### config.mk
export PLATFORM = sky130hd
export DESIGN_NAME = byte_word_packer
export DESIGN_NICKNAME = d
export VERILOG_FILES = /design/src/rtl/byte_word_packer.sv
export SDC_FILE = /design/constraint.sdc
export NUM_CORES = 1
export LEC_CHECK = 0
export ABC_AREA = 0
export CAP_MARGIN = 20
export CELL_PAD_IN_SITES_DETAIL_PLACEMENT = 0
export CELL_PAD_IN_SITES_GLOBAL_PLACEMENT = 1
export CORE_UTILIZATION = 40
export DETAILED_ROUTE_END_ITERATION = 10
export PLACE_DENSITY_LB_ADDON = 0.1
export SYNTH_ARGS = -nofsm -noshare
export SYNTH_HDL_FRONTEND = slang
export SYNTH_SLANG_ARGS = --single-unit
### constraint.sdc
create_clock -name clk -period 2.1 [get_ports clk]
set_input_delay 0.315 -clock clk [delete_from_list [all_inputs] [get_ports clk]]
set_output_delay 0.315 -clock clk [all_outputs]
set_load 0.05 [all_outputs]
### src/rtl/byte_word_packer.sv
// rtl/byte_word_packer.sv - packs a byte stream into RAM port-B words for one framed buffer fill
module byte_word_packer #(
   parameter int WIDTHA     = 8,
   parameter int WIDTHB     = 32,
   parameter int SIZEB      = 64,
   parameter int ADDRWIDTHB = 6
) (
   input  logic                                          clk,
   input  logic                                          rst_n,
   input  logic                                          start,
   input  logic                                          s_valid,
   output logic                                          s_ready,
   input  logic [WIDTHA-1:0]                             s_data,
   input  logic                                          s_last,
   output logic                                          weB,
   output logic [ADDRWIDTHB-1:0]                         addrB,
   output logic [WIDTHB-1:0]                             diB,
   output logic                                          busy,
   output logic                                          done,
   output logic                                          overflow,
   output logic [ADDRWIDTHB+$clog2(WIDTHB/WIDTHA):0]     byte_count
);

   localparam int RATIO = WIDTHB / WIDTHA;
   localparam int LR    = $clog2(RATIO);
   localparam int CW    = ADDRWIDTHB + LR + 1;

   typedef enum logic [1:0] {IDLE, FILL, DONE} state_t;

   state_t                state, state_next;
   logic [LR-1:0]         lane;
   logic [ADDRWIDTHB:0]   word_ptr;
   logic [WIDTHB-1:0]     asm_word;
   logic [WIDTHB-1:0]     merged;
   logic                  accept, word_end, buf_full, restart;

   always_comb begin
      accept   = s_valid & s_ready;
      word_end = accept & ((lane == LR'(RATIO - 1)) | s_last);
      buf_full = (lane == LR'(RATIO - 1)) && (word_ptr == (ADDRWIDTHB + 1)'(SIZEB - 1));
      // lanes above the current one are always zero because asm_word clears after each write
      merged   = asm_word;
      for (int i = 0; i < RATIO; i++) begin
         if (lane == LR'(i)) merged[i*WIDTHA +: WIDTHA] = s_data;
      end
   end

   always_comb begin
      state_next = state;
      restart    = 1'b0;
      case (state)
         IDLE: begin
            if (start) begin
               state_next = FILL;
               restart    = 1'b1;
            end
         end
         FILL: begin
            if (word_end && (s_last || buf_full)) state_next = DONE;
         end
         DONE: begin
            if (start) begin
               state_next = FILL;
               restart    = 1'b1;
            end
         end
         default: state_next = IDLE;
      endcase
   end

   always_ff @(posedge clk or negedge rst_n) begin
      if (!rst_n) begin
         state      <= IDLE;
         s_ready    <= 1'b0;
         busy       <= 1'b0;
         done       <= 1'b0;
         overflow   <= 1'b0;
         weB        <= 1'b0;
         addrB      <= '0;
         diB        <= '0;
         byte_count <= '0;
         lane       <= '0;
         word_ptr   <= '0;
         asm_word   <= '0;
      end else begin
         state   <= state_next;
         s_ready <= (state_next == FILL);
         busy    <= (state_next == FILL);
         done    <= (state_next == DONE);
         weB     <= 1'b0;
         if (restart) begin
            lane       <= '0;
            word_ptr   <= '0;
            asm_word   <= '0;
            byte_count <= '0;
            overflow   <= 1'b0;
         end else if (accept) begin
            byte_count <= byte_count + CW'(1);
            if (word_end) begin
               weB      <= 1'b1;
               addrB    <= word_ptr[ADDRWIDTHB-1:0];
               diB      <= merged;
               word_ptr <= word_ptr + (ADDRWIDTHB + 1)'(1);
               lane     <= '0;
               asm_word <= '0;
               if (buf_full && !s_last) overflow <= 1'b1;
            end else begin
               asm_word <= merged;
               lane     <= lane + LR'(1);
            end
         end
      end
   end

endmodule

==> metrics, run 1 <==
Wirelength per Cell 16.9 um; Max IR drop VDD 591 uV; grt ovf 0; setup TNS 0 ns; hold crit path type primary input to asynchronous set/reset pin; global-route wire length before repair about 16 mm; switching power 0.00297 W; initial core utilization 41.6%; max incr delay on CP 0.84 ns; syn_nets between 300 and 400; clock sink count 94; relative slew slack 63.5%; CORE AREA approximately 0.010 mm^2; met3 WL post-DR around 300 um; Final Hold Viols 0; DR vias/cell 5.50; final max-slew violation count 0; # setup viols final 0; Yosys reg bits 94; Max Fclk 507 MHz; Initial DRC Count ~130; DR pass1 iterations 4; antenna violations before repair 0; synth warn 0; Leakage 2.29 nW; WL met1 4.97 mm; clk_skew 0.0117 ns; diode count 0; Int Power 0.00412 W; routability cong. roughly 0.71; Max-cap violations 0; critical path type flop to primary output; Final Cycle Share ~94%; die area 0.0112 mm^2; WL met2 ~4.5 mm; All-Layer GR Usage about a fifth; unrepaired setup endpoints after global routing false; layout net count 460; die width 106 um; Worst-Skew Late Latency 0.35 ns; DP Area 0.00506 mm^2; Reg area 0.00235 mm^2; register share of total power 35.0%; multi-input logic area 0.00170 mm^2; H-tree depth 3; Post-DRT Antenna Nets 0; CTS Buf Count 9; measured slew at the worst slew-check pin between 0.5 and 0.6 ns; worst endpoint required time 1.78 ns; Net Sw Frac 41.8%; outcome complete, no violations; # DRC 0; Syn Inst Count roughly 380; cell taking the most area after synthesis dfrtp_1; row cnt 37; CTS tree done; Clock Path Buffers 2; top cell type's share of synthesized area 54.5%; PD cells 1330 mW/mm^2; Critical Path AT 1.66 ns; vias 3203; # fillers 979; Worst setup SP type flop; clock-pin slew on the worst setup and hold paths 0.09 ns; worst-path cell chain clkdlybuf4s50_1; largest net degree at the start of global routing between 50 and 60; combinational power share between 40% and 50%; Area Overhead vs Synth 23.3%; HPWL after DPL roughly 6.3 mm; Post-Syn Area 0.00431 mm^2; worst-path fanout max 4; endpoint class of the critical path primary output; minimum clock period 1.97 ns; critical path's top delay family buffers and inverters; boundary pin count 65; fraction of layout cells with a size suffix above 1 about 11%; root buf cell clkbuf_8; PortBufs 64; die height 106 um; sequential fraction of the synthesis area 54.5%; fin area 0.00532 mm^2; Synth area leaders dfrtp_1 (55%), mux2i_1 (7.9%), o21ai_0 (7.9%); clock share of power 20.8%; vias in the first global route 3091; Avg Cell Area, Syn about 11 um^2; Post-Route WL a little under 10 mm; Distinct cells, synth between 40 and 50; CP max stage cell clkdlybuf4s50_1; CP Buf/Inv Count 1; highest metal used met4
==> kinds of logic after synthesis <==
logic type | count (synthesis) | synth area share (%)
AOI/OAI and AO/OA | 122 | 18.1
DFF | 94 | 54.5
and+or+nand+nor | 74 | 9.25
muxes | 40 | 9.45
buffers and inverters | 38 | 6.32
adders and majority gates | 6 | 1.74
xor gates and xnor gates | 3 | 0.609
==> worst paths after layout <==
path	startpoint	end	slack, ns	depth (start not counted)
setup / recovery	byte_count[2]	byte_count[2]	0.13	1
hold / removal	rst_n	byte_count[8]	0.43	2
setup reg to reg	lane[1]	diB[2]	0.25	6
hold reg to reg	diB[23]	diB[23]	0.51	2
max in group asynchronous	rst_n	diB[28]	1.00	3
min in group clk	diB[23]	diB[23]	0.51	2
==> per-layer routing <==
layer,GRT usage (%),vias to the layer above
met1,28.1,1606
met2,27.6,76
li1,-,1511
met3,2.72,10
met4,5.95,0
met5,0,-
==> flip-flops by register name (all words and copies together) (netlist names) <==
register    cells
overflow        1
diB            32
done            1
word_ptr        7
busy            1
byte_count      9
state           2
weB             1
addrB           6
lane            2
asm_word       32
==> synth_stat cells (all sizes together) <==
cell / number
dfrtp: 94
o21ai: 68
mux2i: 34
nor2: 31
a32oi: 24
clkbuf: 18
a21oi: 13
buf: 11
and3: 8
nand2: 7
nand3: 7
o31ai: 7
or4: 7
ha: 6
inv: 6
mux2: 6
or3: 4
o311ai: 3
a31oi: 2
a32o: 2
dlymetal6s2s: 2
nand2b: 2
nand4: 2
nor2b: 2
xor2: 2
and2: 1
and4bb: 1
dlygate4sd1: 1
nand4b: 1
nor4: 1
o211ai: 1
o21a: 1
o21bai: 1
xnor2: 1
==> through the flow <==
stage	util [%]	setup slack (ns)	instances	hold slack (ns)	power, W
floorplan	-	0.348	377	0.0194	0.00473
global placement	48.8	0.0384	565	0.280	0.00566
detailed placement	48.8	0.0164	565	0.279	0.00567
CTS	51.3	0.103	582	0.433	0.00715
global route	51.3	0.0773	582	0.461	0.00749
finish	51.3	0.128	582	0.433	0.00709
==> repair_timing <==
action	CTS	global route
hold buffers	1	0
gates resized for setup	0	0
endpoints found under the hold margin	28	0
setup buffers	0	0
==> cell type report <==
| type | count | share of cell area [%] |
|---|---|---|
| sequential | 94 | 44.2 |
| multi-input combinational | 245 | 31.9 |
| timing repair buffer | 85 | 15.6 |
| tap | 136 | 3.20 |
| clock buffer | 11 | 2.66 |
| clock inverter | 5 | 2.00 |
| inverter | 6 | 0.423 |
==> layout by cell type (no fill, tap or decap), types with 2 or more instances in the layout <==
cell type / n
dfrtp_1: 94
o21ai_0: 68
clkdlybuf4s50_1: 61
mux2i_1: 34
nor2_1: 31
a32oi_1: 24
buf_4: 20
a21oi_1: 13
clkbuf_8: 10
and3_1: 8
nand3_1: 7
o31ai_1: 7
or4_1: 7
nand2_1: 7
inv_1: 6
mux2_2: 6
ha_1: 6
or3_1: 4
bufinv_16: 3
buf_12: 3
a32o_1: 2
a31oi_1: 2
o311ai_1: 2
xor2_1: 2
==> power by group through the flow <==
stage	Combinational, W	Clock (W)	Sequential, W
finish	0.00314	0.00147	0.00248
global route	0.00337	0.00158	0.00254
CTS	0.00316	0.00151	0.00248
detailed placement	0.00316	0	0.00252
global placement	0.00315	0	0.00251
floorplan	0.00129	0	0.00344
(Power assumes the default switching activity.)
==> run 2, diff against run 1 <==
ABC_AREA = 1   (was 0)
CTS_CLUSTER_SIZE = 28   (was not set)
==> run 2 against run 1 <==
Effect of this change:
- register-to-register slack got worse by 0.08 ns
- critical path type unchanged
- clock-buffer cell count unchanged
- via count increased by 8.9%
==> metrics, run 2 <==
Worst-Skew Late Latency 0.36 ns (was 0.35 ns); PD cells 1510 mW/mm^2 (was 1330 mW/mm^2); CP max stage cell clkdlybuf4s50_1 (unchanged); clk_skew 0.00848 ns (was 0.0117 ns); Clock Path Buffers 2 (unchanged); Final Cycle Share 95.1% (was 93.9%); critical path's top delay family buffers and inverters (unchanged); Int Power 0.00428 W (was 0.00412 W); Global Route met1 Usage 24.8% (was 28.1%); worst-path cell chain clkdlybuf4s50_1 (unchanged); # DRC 0 (unchanged); cell taking the most area after synthesis dfrtp_1 (unchanged); routability cong. 0.742 (was 0.708); final max-slew violation count 0 (unchanged); die height 106 um (about the same); largest net degree at the start of global routing 95 (was 55); clock-pin slew on the worst setup and hold paths 0.09 ns (about the same); HPWL after DPL 6.09 mm (was 6.34 mm); worst-path fanout max 6 (was 4); global-route wire length before repair 16.4 mm (about the same); Avg Cell Area, Syn 8.26 um^2 (was 11.4 um^2); antenna violations before repair 0 (unchanged); max incr delay on CP 0.85 ns (was 0.84 ns); gr busiest metal met2 (was met1); layout net count 599 (was 460); GR Util met2 30.2% (was 27.6%); Worst setup SP type flop (unchanged); Resized Gates After CTS 0 (unchanged); top cell type's share of synthesized area 54.6% (was 54.5%); # setup viols final 0 (unchanged); Wirelength per Cell 13.3 um (was 16.9 um); synth warn 0 (unchanged); Yosys reg bits 94 (unchanged); most frequent cells in the layout nand2_1 (181), dfrtp_1 (94), clkdlybuf4s50_1 (63), inv_1 (50), nand3_1 (47) (was dfrtp_1 (94), o21ai_0 (68), clkdlybuf4s50_1 (61), mux2i_1 (34), nor2_1 (31)); Max IR drop VDD 813 uV (was 591 uV); All-Layer GR Usage 18.8% (was 18.7%); Initial DRC Count 124 (was 127); die width 106 um (about the same); outcome complete, no violations (unchanged); setup TNS 0 ns (unchanged); share of async-settable or async-resettable flops after synthesis 100% (unchanged); Post-DRT Antenna Nets 0 (unchanged); vias in the first global route 3481 (was 3091); Post-Route WL 9.55 mm (was 9.85 mm); Synth area leaders dfrtp_1 (55%), nand2_1 (16%), nand3_1 (5.5%) (was dfrtp_1 (55%), mux2i_1 (7.9%), o21ai_0 (7.9%)); critical path depth 1 (unchanged); grt ovf 0 (unchanged); CP Buf/Inv Count 1 (unchanged); clock share of power 15.0% (was 20.8%); DR vias/cell 4.84 (was 5.50); switching power 0.00365 W (was 0.00297 W); number of buffers inserted by hold repair at cts 0 (was 1); syn_nets 540 (was 396); fraction of layout cells with a size suffix above 1 6.16% (was 11.2%); vias 3487 (was 3203); Max-cap violations 0 (unchanged); Post-Syn Area 0.00431 mm^2 (about the same); CORE AREA 0.0104 mm^2 (unchanged); most frequently used cell type in the post-synthesis netlist nand2_1 (was dfrtp_1); Max Fclk 501 MHz (was 507 MHz); measured slew at the worst slew-check pin 0.838 ns (was 0.548 ns); Area Overhead vs Synth 21.8% (was 23.3%); commonest non-fill, non-tap cell in the layout nand2_1 (was dfrtp_1); Critical Path AT 1.68 ns (was 1.66 ns); combinational power share 50.0% (was 44.2%); DP Area 0.00505 mm^2 (was 0.00506 mm^2); Post-synth top flop dfrtp_1 (unchanged); CTS Buf Count 9 (unchanged); PortBufs 64 (unchanged); sequential fraction of the synthesis area 54.6% (was 54.5%); minimum clock period 2.00 ns (was 1.97 ns); FF-to-FF path depth 6 (unchanged); unrepaired setup endpoints after global routing false (unchanged); DR pass1 iterations 4 (unchanged); Leakage 2.48 nW (was 2.29 nW); Post-synth EDFFs 0 (unchanged); initial core utilization 41.5% (was 41.6%); clock sink count 94 (unchanged); boundary pin count 65 (unchanged); met3 Track Usage GR 2.84% (was 2.72%); root buf cell clkbuf_8 (unchanged); Post-Layout Cell Count 720 (was 582); diode count 0 (unchanged); critical path type flop to primary output (unchanged); fin area 0.00524 mm^2 (was 0.00532 mm^2); hold crit path type primary input to asynchronous set/reset pin (unchanged); placed cell count 705 (was 565); endpoint class of the critical path primary output (unchanged); top cells by count, synth nand2_1 (181), dfrtp_1 (94), inv_1 (50) (was dfrtp_1 (94), o21ai_0 (68), mux2i_1 (34)); Distinct cells, synth 21 (was 41); H-tree depth 3 (unchanged); Top Registers asm_word x32, diB x32, byte_count x9 (unchanged); relative slew slack 44.0% (was 63.5%); row cnt 37 (unchanged); die area 0.0112 mm^2 (about the same); Net Sw Frac 46.0% (was 41.8%); Syn Inst Count 521 (was 377); Final Hold Viols 0 (unchanged); Setup Buffers After CTS 0 (unchanged); worst endpoint required time 1.78 ns (about the same); register share of total power 35.0% (about the same); CTS tree done (unchanged)
## run 2: cell count changes in the layout (fill, tap and decap cells not counted), moves of 7 or more
cell,previous run,this run
nand2_1,7,181
inv_1,6,50
nand3_1,7,47
mux2i_1,34,0
o21ai_1,0,32
a32oi_1,24,0
o21ai_0,68,45
nor2_1,31,16
buf_4,20,7
and3_1,8,0
o31ai_1,7,0
or4_1,7,0
## run 2: path summary, 6_finish.rpt
kind | from | endpoint | slack, ns
max in group asynchronous | rst_n | addrB[3] | 1.73
worst min register to register | diB[16] | diB[16] | 0.47
worst min-delay path | rst_n | diB[10] | 0.007
worst max register to register | lane[0] | word_ptr[1] | 0.17
min in group clk | diB[16] | diB[16] | 0.47
worst max-delay path | byte_count[4] | byte_count[4] | 0.10
## run 2: worst register-to-register path, cell delays in order, from the launching register on
cell	delay [ns]
dfrtp_1	0.40
ha_1	0.30
nor2_4	0.15
nor2_4	0.05
nor2_4	0.64
inv_1	0.13
o21ai_0	0.18
## run 2: layer usage
layer / vias up / wire, um
met3: 17 / 405
met4: 0 / 258
met1: 1638 / 4540
met2: 69 / 4350
met5: - / 0
li1: 1763 / -
## run 2: cell families after synthesis
family / Yosys count / synth area share [%]
AOI/OAI and AO/OA: 87 / 10.3
DFF: 94 / 54.6
xor gates and xnor gates: 1 / 0.203
and+or+nand+nor: 254 / 24.6
buffers and inverters: 79 / 8.51
adders and majority gates: 6 / 1.74
## run 2: area by class of cell
type / instances / area (um^2)
fillers: 1036 / 5130
flip-flops and latches: 94 / 2350
multi-input cells: 348 / 1590
repair buffers: 73 / 743
inverters: 54 / 203
well taps: 136 / 170
clock buffers: 11 / 141
clock inverters: 4 / 47.5
## run 2: power by group through the flow
stage / registers (W) / logic (W) / clock network [W]
4_1_cts: 0.00279 / 0.00400 / 0.00125
3_3_place_gp: 0.00280 / 0.00394 / 0
3_5_place_dp: 0.00282 / 0.00399 / 0
6_report: 0.00278 / 0.00396 / 0.00119
5_1_grt: 0.00287 / 0.00433 / 0.00132
2_1_floorplan: 0.00408 / 0.00154 / 0
## run 2: stage by stage
step                hold slack, ns  util [%]  worst slack (ns)  total power [W]
floorplan                   0.0194         -             0.504          0.00562
global placement             0.412      48.7            0.0896          0.00675
detailed placement           0.417      48.7            0.0478          0.00681
CTS                         0.0164      50.6            0.0891          0.00804
global route                0.0334      50.6            0.0348          0.00851
finish                     0.00655      50.6             0.103          0.00793
==> run 3, diff against run 2 <==
RECOVER_POWER = 25   (was not set)
==> run 3 against run 2 <==
Effect of this change:
- sequential share of layout area up 0.11 points
- total power about the same
- die area unchanged
- setup slack about the same
- global-route usage unchanged
- largest cell class unchanged
==> metrics, run 3 (synthesized netlist as in run 2, its figures left out) <==
outcome complete, no violations (unchanged); clk_skew 0.00851 ns (was 0.00848 ns); Wirelength per Cell 13.3 um (about the same); global-route wire length before repair 16.4 mm (unchanged); # fillers 1038 (was 1036); Max IR drop VDD 813 uV (about the same); worst-path cell chain clkdlybuf4s50_1 (unchanged); worst endpoint required time 1.78 ns (about the same); row cnt 37 (unchanged); die area 0.0112 mm^2 (unchanged); clock share of power 15.0% (about the same); relative slew slack 13.8% (was 44.0%); FF-to-FF path depth 6 (unchanged); Net Sw Frac 46.0% (about the same); diode count 0 (unchanged); CTS Buf Count 9 (unchanged); minimum clock period 2.00 ns (about the same); Final Cycle Share 95.1% (about the same); CORE AREA 0.0104 mm^2 (unchanged); Int Power 0.00428 W (about the same); largest net degree at the start of global routing 95 (unchanged); clock sink count 94 (unchanged); switching power 0.00365 W (about the same); fraction of layout cells with a size suffix above 1 6.16% (unchanged); CTS tree done (unchanged); max incr delay on CP 0.85 ns (about the same); register share of total power 35.0% (about the same); Clock Path Buffers 2 (unchanged); Reg area 0.00235 mm^2 (unchanged); antenna violations before repair 0 (unchanged); hold crit path type primary input to asynchronous set/reset pin (unchanged); routability cong. 0.742 (unchanged); number of buffers inserted by hold repair at cts 0 (unchanged); final setup margin 0.103 ns (about the same); CP max stage cell clkdlybuf4s50_1 (unchanged); Max Fclk 501 MHz (about the same); H-tree depth 3 (unchanged); most frequent cells in the layout nand2_1 (181), dfrtp_1 (94), clkdlybuf4s50_1 (63), inv_1 (50), nand3_1 (47) (unchanged); boundary pin count 65 (unchanged); Max-cap violations 0 (unchanged); layout net count 599 (unchanged); All-Layer GR Usage 18.8% (unchanged); Worst setup SP type flop (unchanged); pre-CTS WS 0.0478 ns (unchanged); Initial DRC Count 124 (unchanged); Final Hold Viols 0 (unchanged); PortBufs 64 (unchanged); initial core utilization 41.5% (unchanged); die width 106 um (unchanged); measured slew at the worst slew-check pin 1.29 ns (was 0.838 ns); HPWL after DPL 6.09 mm (unchanged); final max-slew violation count 0 (unchanged); critical path depth 1 (unchanged); worst-path fanout max 6 (unchanged); setup TNS 0 ns (unchanged); clock-pin slew on the worst setup and hold paths 0.09 ns (about the same); critical path type flop to primary output (unchanged); vias in the first global route 3481 (unchanged); commonest non-fill, non-tap cell in the layout nand2_1 (unchanged); root buf cell clkbuf_8 (unchanged); unrepaired setup endpoints after global routing false (unchanged); Post-Route WL 9.58 mm (was 9.55 mm); DR pass1 iterations 4 (unchanged); Resized Gates After CTS 0 (unchanged); # setup viols final 0 (unchanged); Worst-Skew Late Latency 0.36 ns (about the same); # DRC 0 (unchanged); Leakage 2.48 nW (about the same); Area Overhead vs Synth 21.5% (was 21.8%); DR vias/cell 4.86 (was 4.84); die height 106 um (unchanged); Post-DRT Antenna Nets 0 (unchanged); combinational power share 50.0% (about the same); vias 3501 (was 3487); endpoint class of the critical path primary output (unchanged); critical path's top delay family buffers and inverters (unchanged); Top Registers asm_word x32, diB x32, byte_count x9 (unchanged); Critical Path AT 1.68 ns (about the same); Setup Buffers After CTS 0 (unchanged); CP Buf/Inv Count 1 (unchanged); multi-input logic area 0.00159 mm^2 (unchanged); grt ovf 0 (unchanged); PD cells 1520 mW/mm^2 (was 1510 mW/mm^2)
## run 3: final cells by class
cell class	count	area share, %
multi-input cells	348	30.3
clock buffers	11	2.70
clock inverters	4	0.909
flip-flops and latches	94	45.0
well taps	136	3.25
repair buffers	73	14.0
inverters	54	3.87
## run 3: final timing paths
kind / slack [ns] / to / startpoint
min: 0.37 / diB[10] / rst_n
min reg2reg: 0.47 / diB[16] / diB[16]
max in group asynchronous: 0.94 / byte_count[1] / rst_n
max reg2reg: 0.18 / word_ptr[1] / lane[0]
max: 0.10 / byte_count[4] / byte_count[4]
min in group clk: 0.47 / diB[16] / diB[16]
## run 3: through the flow
step	cell area, um^2	instances	hold WS (ns)	total power [W]	utilization, %
floorplan	4310	521	0.0194	0.00562	-
global placement	5050	705	0.412	0.00675	48.7
detailed placement	5050	705	0.417	0.00681	48.7
CTS	5240	720	0.0164	0.00804	50.6
global route	5230	720	0.483	0.00851	50.4
finish	5230	720	0.373	0.00793	50.4
## run 3: power groups by stage
stage	clock network [W]	registers (W)	logic, W
after floorplan	0	0.00408	0.00154
after global placement	0	0.00280	0.00394
final	0.00119	0.00278	0.00396
after detailed placement	0	0.00282	0.00399
after global routing	0.00132	0.00287	0.00432
after CTS	0.00125	0.00279	0.00400
## run 3: per-layer routing
layer,routed length [um],vias to the layer above,track usage [%]
li1,-,1759,-
met1,4570,1654,24.8
met2,4370,71,30.2
met3,373,17,2.84
met4,257,0,9.42
met5,0,-,0
